File: src/rtl/scratch_pad_streamer_if.sv
// Handshake bundle between scratch_pad_streamer, its command/stream users and its scratch pad port.
// cmd_stride exists only when SCRATCH_PAD_STREAMER_STRIDE_EN is defined.
interface scratch_pad_streamer_if #(
    parameter int unsigned WIDTH      = 64,
    parameter int unsigned ADDR_WIDTH = 12,
    parameter int unsigned LEN_WIDTH  = 13
);
    logic                  cmd_valid;
    logic                  cmd_ready;
    logic                  cmd_write;
    logic [ADDR_WIDTH-1:0] cmd_addr;
    logic [LEN_WIDTH-1:0]  cmd_len;
`ifdef SCRATCH_PAD_STREAMER_STRIDE_EN
    logic [ADDR_WIDTH-1:0] cmd_stride;
`endif
    logic                  done;

    logic                  in_valid;
    logic                  in_ready;
    logic [WIDTH-1:0]      in_data;

    logic                  out_valid;
    logic                  out_ready;
    logic [WIDTH-1:0]      out_data;

    logic                  sp_rd_en;
    logic                  sp_wr_en;
    logic [ADDR_WIDTH-1:0] sp_addr;
    logic [WIDTH-1:0]      sp_d;
    logic [WIDTH-1:0]      sp_q;
    logic                  sp_valid;
    logic                  sp_full;
    logic                  sp_stall;

    modport master (
`ifdef SCRATCH_PAD_STREAMER_STRIDE_EN
        input  cmd_stride,
`endif
        input  cmd_valid, cmd_write, cmd_addr, cmd_len,
        output cmd_ready, done,
        input  in_valid, in_data,
        output in_ready,
        output out_valid, out_data,
        input  out_ready,
        output sp_rd_en, sp_wr_en, sp_addr, sp_d, sp_stall,
        input  sp_q, sp_valid, sp_full
    );

    modport slave (
`ifdef SCRATCH_PAD_STREAMER_STRIDE_EN
        output cmd_stride,
`endif
        output cmd_valid, cmd_write, cmd_addr, cmd_len,
        input  cmd_ready, done,
        output in_valid, in_data,
        input  in_ready,
        input  out_valid, out_data,
        output out_ready,
        input  sp_rd_en, sp_wr_en, sp_addr, sp_d, sp_stall,
        output sp_q, sp_valid, sp_full
    );
endinterface

File: src/rtl/scratch_pad_streamer.sv
// Burst initiator for one scratch pad port: write bursts from an input stream, credit-limited reads to an output stream.
// Optional SCRATCH_PAD_STREAMER_STRIDE_EN: per-command address stride instead of unit increment.
module scratch_pad_streamer #(
    parameter int unsigned WIDTH      = 64,
    parameter int unsigned ADDR_WIDTH = 12,
    parameter int unsigned LEN_WIDTH  = 13,
    parameter int unsigned BUF_DEPTH  = 4
) (
    input  logic                   clk,
    input  logic                   rst,
    scratch_pad_streamer_if.master bus
);
    localparam int unsigned PW = $clog2(BUF_DEPTH);
    localparam int unsigned CW = PW + 1;
    localparam logic [CW:0]   CREDIT_MAX = (CW+1)'(BUF_DEPTH);
    localparam logic [CW-1:0] BUF_FULL   = CW'(BUF_DEPTH);

    typedef enum logic [1:0] {S_IDLE, S_WRITE, S_READ, S_DRAIN} state_t;

    state_t                r_state;
    state_t                w_next_state;
    logic [ADDR_WIDTH-1:0] r_addr;
    logic [ADDR_WIDTH-1:0] w_inc;
    logic [LEN_WIDTH-1:0]  r_remaining;
    logic [CW-1:0]         r_outstanding;
    logic [CW-1:0]         r_count;
    logic [PW-1:0]         r_wr_ptr;
    logic [PW-1:0]         r_rd_ptr;
    logic [WIDTH-1:0]      r_mem [BUF_DEPTH];
    logic                  r_done;

    logic                  w_accept;
    logic                  w_in_ready;
    logic                  w_write;
    logic                  w_issue;
    logic                  w_push;
    logic                  w_pop;
    logic                  w_set_done;
    logic [CW:0]           w_credit;

`ifdef SCRATCH_PAD_STREAMER_STRIDE_EN
    logic [ADDR_WIDTH-1:0] r_stride;
    assign w_inc = r_stride;
`else
    assign w_inc = ADDR_WIDTH'(1);
`endif

    assign w_credit = {1'b0, r_outstanding} + {1'b0, r_count};
    assign w_push   = bus.sp_valid && (r_outstanding != '0);
    assign w_pop    = (r_count != '0) && bus.out_ready;

    always_ff @(posedge clk or negedge rst) begin
        if (!rst) begin
            r_state <= S_IDLE;
        end else begin
            r_state <= w_next_state;
        end
    end

    always_comb begin
        w_next_state = r_state;
        w_accept     = 1'b0;
        w_in_ready   = 1'b0;
        w_write      = 1'b0;
        w_issue      = 1'b0;
        w_set_done   = 1'b0;
        unique case (r_state)
            S_IDLE: begin
                if (bus.cmd_valid) begin
                    w_accept = 1'b1;
                    if (bus.cmd_len == '0) begin
                        w_set_done = 1'b1;
                    end else if (bus.cmd_write) begin
                        w_next_state = S_WRITE;
                    end else begin
                        w_next_state = S_READ;
                    end
                end
            end
            S_WRITE: begin
                w_in_ready = !bus.sp_full && (r_remaining != '0);
                w_write    = bus.in_valid && w_in_ready;
                if (w_write && (r_remaining == LEN_WIDTH'(1))) begin
                    w_next_state = S_IDLE;
                    w_set_done   = 1'b1;
                end
            end
            S_READ: begin
                // Credit counts words in flight plus words already buffered, so a return never finds the FIFO full.
                w_issue = !bus.sp_full && (r_remaining != '0) && (w_credit < CREDIT_MAX);
                if (w_issue && (r_remaining == LEN_WIDTH'(1))) begin
                    w_next_state = S_DRAIN;
                end
            end
            S_DRAIN: begin
                if ((r_outstanding == '0) && (r_count == '0)) begin
                    w_next_state = S_IDLE;
                    w_set_done   = 1'b1;
                end
            end
            default: w_next_state = S_IDLE;
        endcase
    end

    always_ff @(posedge clk or negedge rst) begin
        if (!rst) begin
            r_addr        <= '0;
            r_remaining   <= '0;
            r_outstanding <= '0;
            r_count       <= '0;
            r_wr_ptr      <= '0;
            r_rd_ptr      <= '0;
            r_done        <= 1'b0;
`ifdef SCRATCH_PAD_STREAMER_STRIDE_EN
            r_stride      <= '0;
`endif
        end else begin
            r_done <= w_set_done;
            if (w_accept) begin
                r_addr      <= bus.cmd_addr;
                r_remaining <= bus.cmd_len;
`ifdef SCRATCH_PAD_STREAMER_STRIDE_EN
                r_stride    <= bus.cmd_stride;
`endif
            end else if (w_write || w_issue) begin
                r_addr      <= r_addr + w_inc;
                r_remaining <= r_remaining - LEN_WIDTH'(1);
            end
            r_outstanding <= r_outstanding + CW'(w_issue) - CW'(w_push);
            r_count       <= r_count + CW'(w_push) - CW'(w_pop);
            if (w_push) begin
                r_wr_ptr <= r_wr_ptr + PW'(1);
            end
            if (w_pop) begin
                r_rd_ptr <= r_rd_ptr + PW'(1);
            end
        end
    end

    always_ff @(posedge clk) begin
        if (w_push) begin
            r_mem[r_wr_ptr] <= bus.sp_q;
        end
    end

    assign bus.cmd_ready = (r_state == S_IDLE);
    assign bus.done      = r_done;
    assign bus.in_ready  = w_in_ready;
    assign bus.out_valid = (r_count != '0);
    assign bus.out_data  = r_mem[r_rd_ptr];
    assign bus.sp_rd_en  = w_issue;
    assign bus.sp_wr_en  = w_write;
    assign bus.sp_addr   = r_addr;
    assign bus.sp_d      = (r_state == S_WRITE) ? bus.in_data : '0;
    assign bus.sp_stall  = (r_count == BUF_FULL);
endmodule

File: src/flat_wrapper.sv
// flat-port wrapper written by rule: the top's interface ports become plain ports
module scratch_pad_streamer_flat 
#(
    parameter int unsigned WIDTH      = 64,
    parameter int unsigned ADDR_WIDTH = 12,
    parameter int unsigned LEN_WIDTH  = 13,
    parameter int unsigned BUF_DEPTH  = 4
)
  (clk, rst, bus_cmd_valid, bus_cmd_write, bus_cmd_addr, bus_cmd_len, bus_cmd_ready, bus_done, bus_in_valid, bus_in_data, bus_in_ready, bus_out_valid, bus_out_data, bus_out_ready, bus_sp_rd_en, bus_sp_wr_en, bus_sp_addr, bus_sp_d, bus_sp_stall, bus_sp_q, bus_sp_valid, bus_sp_full);
  scratch_pad_streamer_if #(.WIDTH(WIDTH), .ADDR_WIDTH(ADDR_WIDTH), .LEN_WIDTH(LEN_WIDTH)) bus_i ();
  input  logic clk;
  input  logic rst;
  input wire logic [$bits(bus_i.cmd_valid)-1:0] bus_cmd_valid;
  input wire logic [$bits(bus_i.cmd_write)-1:0] bus_cmd_write;
  input wire logic [$bits(bus_i.cmd_addr)-1:0] bus_cmd_addr;
  input wire logic [$bits(bus_i.cmd_len)-1:0] bus_cmd_len;
  output wire logic [$bits(bus_i.cmd_ready)-1:0] bus_cmd_ready;
  output wire logic [$bits(bus_i.done)-1:0] bus_done;
  input wire logic [$bits(bus_i.in_valid)-1:0] bus_in_valid;
  input wire logic [$bits(bus_i.in_data)-1:0] bus_in_data;
  output wire logic [$bits(bus_i.in_ready)-1:0] bus_in_ready;
  output wire logic [$bits(bus_i.out_valid)-1:0] bus_out_valid;
  output wire logic [$bits(bus_i.out_data)-1:0] bus_out_data;
  input wire logic [$bits(bus_i.out_ready)-1:0] bus_out_ready;
  output wire logic [$bits(bus_i.sp_rd_en)-1:0] bus_sp_rd_en;
  output wire logic [$bits(bus_i.sp_wr_en)-1:0] bus_sp_wr_en;
  output wire logic [$bits(bus_i.sp_addr)-1:0] bus_sp_addr;
  output wire logic [$bits(bus_i.sp_d)-1:0] bus_sp_d;
  output wire logic [$bits(bus_i.sp_stall)-1:0] bus_sp_stall;
  input wire logic [$bits(bus_i.sp_q)-1:0] bus_sp_q;
  input wire logic [$bits(bus_i.sp_valid)-1:0] bus_sp_valid;
  input wire logic [$bits(bus_i.sp_full)-1:0] bus_sp_full;
  assign bus_i.cmd_valid = bus_cmd_valid;
  assign bus_i.cmd_write = bus_cmd_write;
  assign bus_i.cmd_addr = bus_cmd_addr;
  assign bus_i.cmd_len = bus_cmd_len;
  assign bus_cmd_ready = bus_i.cmd_ready;
  assign bus_done = bus_i.done;
  assign bus_i.in_valid = bus_in_valid;
  assign bus_i.in_data = bus_in_data;
  assign bus_in_ready = bus_i.in_ready;
  assign bus_out_valid = bus_i.out_valid;
  assign bus_out_data = bus_i.out_data;
  assign bus_i.out_ready = bus_out_ready;
  assign bus_sp_rd_en = bus_i.sp_rd_en;
  assign bus_sp_wr_en = bus_i.sp_wr_en;
  assign bus_sp_addr = bus_i.sp_addr;
  assign bus_sp_d = bus_i.sp_d;
  assign bus_sp_stall = bus_i.sp_stall;
  assign bus_i.sp_q = bus_sp_q;
  assign bus_i.sp_valid = bus_sp_valid;
  assign bus_i.sp_full = bus_sp_full;
  scratch_pad_streamer #(.WIDTH(WIDTH), .ADDR_WIDTH(ADDR_WIDTH), .LEN_WIDTH(LEN_WIDTH), .BUF_DEPTH(BUF_DEPTH)) u_core (.clk(clk), .rst(rst), .bus(bus_i));
endmodule
File: config.mk
export PLATFORM = sky130hd
export DESIGN_NAME = scratch_pad_streamer_flat
export DESIGN_NICKNAME = d
export VERILOG_FILES = /design/src/rtl/scratch_pad_streamer_if.sv /design/src/rtl/scratch_pad_streamer.sv /design/src/flat_wrapper.sv
export SDC_FILE = /design/constraint.sdc
export NUM_CORES = 1
export LEC_CHECK = 0
export CORE_MARGIN = 2
export CORE_UTILIZATION = 30
export CTS_CLUSTER_SIZE = 30
export DETAILED_ROUTE_END_ITERATION = 6
export GPL_TIMING_DRIVEN = 0
export PLACE_DENSITY = 0.53
export SLEW_MARGIN = 20
export SYNTH_ARGS = -nofsm -noshare
export SYNTH_HDL_FRONTEND = slang
export SYNTH_SLANG_ARGS = --single-unit
File: constraint.sdc
create_clock -name clk -period 3.6 [get_ports clk]
set_input_delay 0.9 -clock clk [delete_from_list [all_inputs] [get_ports clk]]
set_output_delay 0.9 -clock clk [all_outputs]
set_load 0.01 [all_outputs]
==> results of run 1 <==
-- worst max path at each step --
stage	to	slack, ns	cells past startpoint
global placement	u_core.r_mem[0][28]	-1.66	4
global route	bus_sp_rd_en	0.0001	8
CTS	bus_sp_rd_en	0.005	8
finish	bus_sp_rd_en	0.15	8
detailed placement	bus_sp_rd_en	-0.21	6
floorplan	u_core.r_mem[0][0]	0.36	3
-- layout by cell type, fill, tap and decap left out, types with 10 or more instances in the layout --
cell type / instances
nor3_1: 10
nand2_1: 21
edfxtp_1: 256
mux4_2: 64
and2_1: 65
dfrtp_1: 37
nor2_1: 29
ha_1: 12
xnor2_1: 10
clkbuf_1: 19
clkbuf_16: 36
o21ai_0: 11
inv_1: 15
clkdlybuf4s50_1: 303
-- what timing repair did --
item,CTS,global route
setup buffers,6,0
hold buffers,0,0
hold endpoints to repair,0,0
gates resized for setup,21,9
gates cloned,0,0
setup endpoints to repair,102,52
pin swaps,1,1
-- area by class of cell --
type | instances | area share, %
plain buffers | 31 | 1.10
clock buffers | 45 | 5.49
clock inverters | 19 | 0.963
inverters | 15 | 0.331
multi-input cells | 318 | 18.5
flip-flops and latches | 294 | 50.8
well taps | 525 | 3.86
repair buffers | 318 | 19.0
-- where the power goes --
group          internal (mW)  switching (mW)  leakage [nW]  total [mW]
logic                   2.61            2.26          2.46        4.87
clock network           1.99            1.35         0.533        3.34
registers               4.54           0.330          2.79        4.87
-- cells by family (layout without fill, tap and decap cells) --
| logic type | after synthesis | count (layout) | synth area share (%) |
|---|---|---|---|
| and+or+nand+nor | 176 | 176 | 8.46 |
| DFF | 294 | 294 | 72.1 |
| xor gates and xnor gates | 12 | 12 | 0.877 |
| buffers and inverters | 46 | 428 | 1.65 |
| muxes | 64 | 64 | 12.0 |
| adders and majority gates | 15 | 15 | 1.69 |
| AOI/OAI and AO/OA | 51 | 51 | 3.19 |
-- per-stage QoR --
stage | utilization [%] | power, mW
finish | 43.0 | 13.1
CTS | 43.0 | 13.4
detailed placement | 40.0 | 9.91
global placement | 39.7 | 9.87
floorplan | - | 7.41
global route | 43.0 | 13.8
-- flip-flops by register name (all words and copies together) (netlist names) --
signal and count:
u_core.bus.done 1, u_core.bus.sp_addr 12, u_core.r_count 3, u_core.r_mem 256, u_core.r_outstanding 3, u_core.r_rd_ptr 2, u_core.r_remaining 13, u_core.r_state 2
u_core.r_wr_ptr 2
-- metal layers --
metal,global-route usage [%],vias up
li1,-,3325
met1,17.3,3583
met2,25.5,268
met3,4.16,39
met4,3.94,0
met5,0,-
==> flow_summary.yaml, run 1 <==
sta:
  drv_slew: 0
  fin_setup_tns_ns: 0
  hold_viol: 0
  fin_crit_ns: 3.45
  worst_slack_ns: 0.149
  whs_ns: 0.342
  fin_crit_sh_pct: 95.9
  max_freq_mhz: 290
  fin_skew_ns: 0.0208
  worst_pin_slew_ns: 0.783
  setup-violations-final: 0
  rsz0062_at_grt: "false"
  max-slew-margin-rel_pct: 47.8
placement:
  pre_cts_slack_ns: -0.208
  placed_area_sq_um: 15800
  gp_congestion: 0.771
  dp_hpwl_um: 20700
  dp.cells: 1495
  numPortBuffers: 307
floorplanning:
  fp.coreArea_sq_um: 39500
  ios: 308
  chipHeight_um: 204
  die_w_um: 204
  initial_utilization_pct: 30.3
  die_area_sq_um: 41500
  core.rowCount: 73
synth:
  syn_nets: 834
  synth_most_common_cell: "edfxtp_1"
  synth_ff_type: "edfxtp_1"
  yosysTopAreaCellShare_pct: 64.2
  yosys-top-cells-area: "edfxtp_1 64%, mux4_2 12%, dfrtp_1 7.9%, and2_1 3.6%, ha_1 1.4%"
  syn_area_sq_um: 12000
  synth.avg_cell_area_sq_um: 18.2
  ys_warn_count: 0
  post-synth-top-area-cell: "edfxtp_1"
  synth-edff-count: 256
  async_flop_share_pct: 12.9
  ys_ff_latch: 294
  synth_common_cells: "256 x edfxtp_1, 69 x and2_1, 64 x mux4_2"
  synthDistinctLibCells: 55
  synthCells: 658
  ys_seq_area_share_pct: 72.1
clocking:
  htree_levels: 2
  clockBufferDepth: 3
  cts_made_buffers: 35
  worst_skew_pair.late_latency_ns: 0.52
  clkTransAtPathRegs_ns: 0.06
  cts_sinks: 294
  root_buffer: "clkbuf_16"
  cts_tree: "yes"
drt:
  wire_per_inst_um: 19.3
  ant_nets: 0
  drt-total-wl_um: 30200
  first_pass_iters: 4
  route.met2.wl_um: 15300
  viasPerCell: 4.61
  wl_met1_um: 12100
  drc: 0
  met3WireLength_um: 2270
  drt-initial-drc-count: 332
  via_count: 7215
  top_layer: "met4"
worst_setup_path:
  rrSetupSlack_ns: 0.90
  cp-end-kind: "output port"
  crit_type: "reg -> out"
  max_stage_delay_ns: 0.50
  crit_fanout: 4
  arrival_ns: 2.55
  r2r-end: "u_core.r_outstanding[1]"
  crit_buf_inv: 4
  path_cells: "inv_1 -> ha_2 -> or4b_4 -> nor4_4 -> buf_6 -> or2_2 -> inv_1 -> clkdlybuf4s15_1"
  r2r_cells: 10
  cpMaxStageDelayCell: "or4b_4"
  start_kind: "register"
  r2r-start: "u_core.r_remaining[1]"
  critPathTopFamily: "simple AND/OR/NAND/NOR gates"
  worst_path_most_repeated_cell: "inv_1"
  worstSetupStartpoint: "u_core.r_remaining[1]"
  required_ns: 2.70
global_route:
  grt_pass1_vias: 7798
  track_usage_pct: 14.5
  antenna_found_initial: 0
  grt_overflow: 0
  grt_pass1_wl_um: 45500
  grt_max_degree: 43
hold_path:
  min_path_type: "in -> async"
layout:
  seqCellArea_sq_um: 8640
  antenna_cells: 0
  area_delta_synth_final_pct: 42.1
  postLayoutCellArea_sq_um: 17000
  layoutNonFillerInstCount: 1565
  drive_gt1_share_pct: 15.7
  nNetsFinal: 1189
  fill_cells: 3570
  multiInputGateArea_sq_um: 3160
power:
  peakVddDrop_mv: 0.329
  cellLeakagePower_nw: 5.78
  pwr_density_cell_nw_per_um2: 769
flow_run:
  drv_cap: 0
status:
  status: "finished clean"
No activity file was read; power rests on OpenSTA's default activity.
==> inputs of run 2 (changes only) <==
--- a/config.mk
+++ b/config.mk
@@ -11,7 +11,7 @@
 export DETAILED_ROUTE_END_ITERATION = 6
 export GPL_TIMING_DRIVEN = 0
 export PLACE_DENSITY = 0.53
-export SLEW_MARGIN = 20
+export SLEW_MARGIN = 10
 export SYNTH_ARGS = -nofsm -noshare
 export SYNTH_HDL_FRONTEND = slang
 export SYNTH_SLANG_ARGS = --single-unit
==> run 2 against run 1 <==
Net effect:
- count of clock-buffer cells in the layout is 1 lower
- routed wire length is 0.62% lower
- critical path depth is 4 lower
- final area is 0.40% lower
- sequential share of layout area is 0.19 points higher
- clock power is 6% lower
- hold slack better by 0.0061 ns
- largest cell class unchanged
- first-iteration DRC count is 16% higher
- maximum frequency is 1.5% higher
- core utilization is 0.17 points lower
==> flow_summary.yaml, run 2 (synthesis gave the netlist of run 1 again) <==
drt:
  drt-total-wl_um: 30000
  wire_per_inst_um: 19.3
  drt-initial-drc-count: 385
  viasPerCell: 4.63
  drc: 0
  ant_nets: 0
  first_pass_iters: 4
  via_count: 7210
clocking:
  root_buffer: "clkbuf_16"
  clockBufferDepth: 3
  worst_skew_pair.late_latency_ns: 0.51
  clkTransAtPathRegs_ns: 0.06
  cts_tree: "yes"
  cts_made_buffers: 35
  cts_sinks: 294
  htree_levels: 2
  hold_buffers: 0
power:
  pwr_density_cell_nw_per_um2: 763
  cellLeakagePower_nw: 5.73
  peakVddDrop_mv: 0.285
placement:
  numPortBuffers: 307
  pre_cts_slack_ns: -0.192
  dp_hpwl_um: 20600
  gp_congestion: 0.771
  dp.cells: 1495
global_route:
  grt_pass1_vias: 7836
  use_met3_pct: 4.02
  grt_max_degree: 47
  grt_pass1_wl_um: 45600
  grt.met2_usage_pct: 25.5
  antenna_found_initial: 0
  gr-max-usage-layer: "met2"
  track_usage_pct: 14.5
  gr-usage-met1_pct: 17.5
  grt_overflow: 0
sta:
  fin_crit_ns: 3.40
  setup-violations-final: 0
  rsz0062_at_grt: "false"
  fin_skew_ns: 0.0237
  max_freq_mhz: 294
  max-slew-margin-rel_pct: 45.3
  hold_viol: 0
  fin_setup_tns_ns: 0
  fin_crit_sh_pct: 94.5
  worst_pin_slew_ns: 0.820
  drv_slew: 0
  worst_slack_ns: 0.200
  whs_ns: 0.348
worst_setup_path:
  start_kind: "register"
  crit_type: "reg -> out"
  cp-end-kind: "output port"
  r2r-start: "u_core.r_remaining[0]"
  r2r_cells: 11
  arrival_ns: 2.50
  r2r-end: "u_core.r_outstanding[2]"
  rrSetupSlack_ns: 0.92
  required_ns: 2.70
  crit_fanout: 10
floorplanning:
  die_area_sq_um: 41500
  die_w_um: 204
  core.rowCount: 73
  initial_utilization_pct: 30.3
  ios: 308
  chipHeight_um: 204
  fp.coreArea_sq_um: 39500
layout:
  mostFrequentLayoutCells: "303 x clkdlybuf4s50_1, 256 x edfxtp_1, 65 x and2_1"
  regMostFlops: "u_core.r_mem"
  final_common_cell: "clkdlybuf4s50_1"
  drive_gt1_share_pct: 15.5
  antenna_cells: 0
  nNetsFinal: 1186
  largest_reg_flops: 256
  final_core_util_pct: 42.9
  fill_cells: 3598
  layoutNonFillerInstCount: 1556
  area_delta_synth_final_pct: 41.5
flow_run:
  drv_cap: 0
status:
  status: "finished clean"
hold_path:
  min_path_type: "in -> async"
[run 2: cell types whose count changed in the layout (fill, tap and decap cells not counted), moves of 2 or more]
cell / previous run / this run
bufinv_16: 2 / 0
buf_16: 2 / 4
buf_4: 9 / 7
clkinv_1: 6 / 3
buf_12: 3 / 1
[run 2: worst max-delay path by stage]
stage                               start                  end  slack, ns
floorplan                    bus_sp_valid   u_core.r_mem[0][0]       0.36
global placement             bus_sp_valid  u_core.r_mem[0][28]      -1.66
detailed placement            bus_sp_full         bus_sp_rd_en      -0.19
CTS                    u_core.r_rd_ptr[0]     bus_out_data[41]       0.03
global route        u_core.r_remaining[1]         bus_sp_rd_en       0.03
finish                 u_core.r_rd_ptr[0]     bus_out_data[29]       0.20
[run 2: worst max-delay path, cell delays in order, from the launching register on]
cell and delay [ns]:
dfrtp_1 0.39, clkbuf_4 0.28, buf_4 0.28, mux4_2 0.55
clkdlybuf4s50_1 0.50
[run 2: final cells by class]
class                           count  area [sq um]  area share [%]
Sequential cell                   294          8640            51.0
Clock buffer                       44           931            5.49
Multi-Input combinational cell    318          3170            18.7
Buffer                             30           178            1.05
Timing Repair Buffer              316          3230            19.1
Clock inverter                     14          92.6           0.546
Tap cell                          525           657            3.87
Inverter                           15          56.3           0.332
[run 2: through the flow]
stage	instance area, sq um	power (mW)
after floorplan	12000	7.41
after global placement	15700	9.87
after detailed placement	15800	9.91
after CTS	16900	13.2
after global routing	17000	13.7
final	17000	12.9
[run 2: report_power, final]
part	switching, mW	internal, mW
registers	0.334	4.54
clock network	1.31	1.83
logic	2.28	2.63
total	3.92	9.01
[run 2: metal layers]
| metal | vias up | wire length (um) |
|---|---|---|
| met1 | 3578 | 12100 |
| met5 | - | 0 |
| met3 | 37 | 2280 |
| met4 | 0 | 513 |
| met2 | 286 | 15200 |
| li1 | 3309 | - |
[run 2: repair_timing]
item / in CTS / in global routing
gates resized for setup: 26 / 9
pin swaps: 1 / 0
setup endpoints to repair: 102 / 64
buffers inserted: 3 / 1
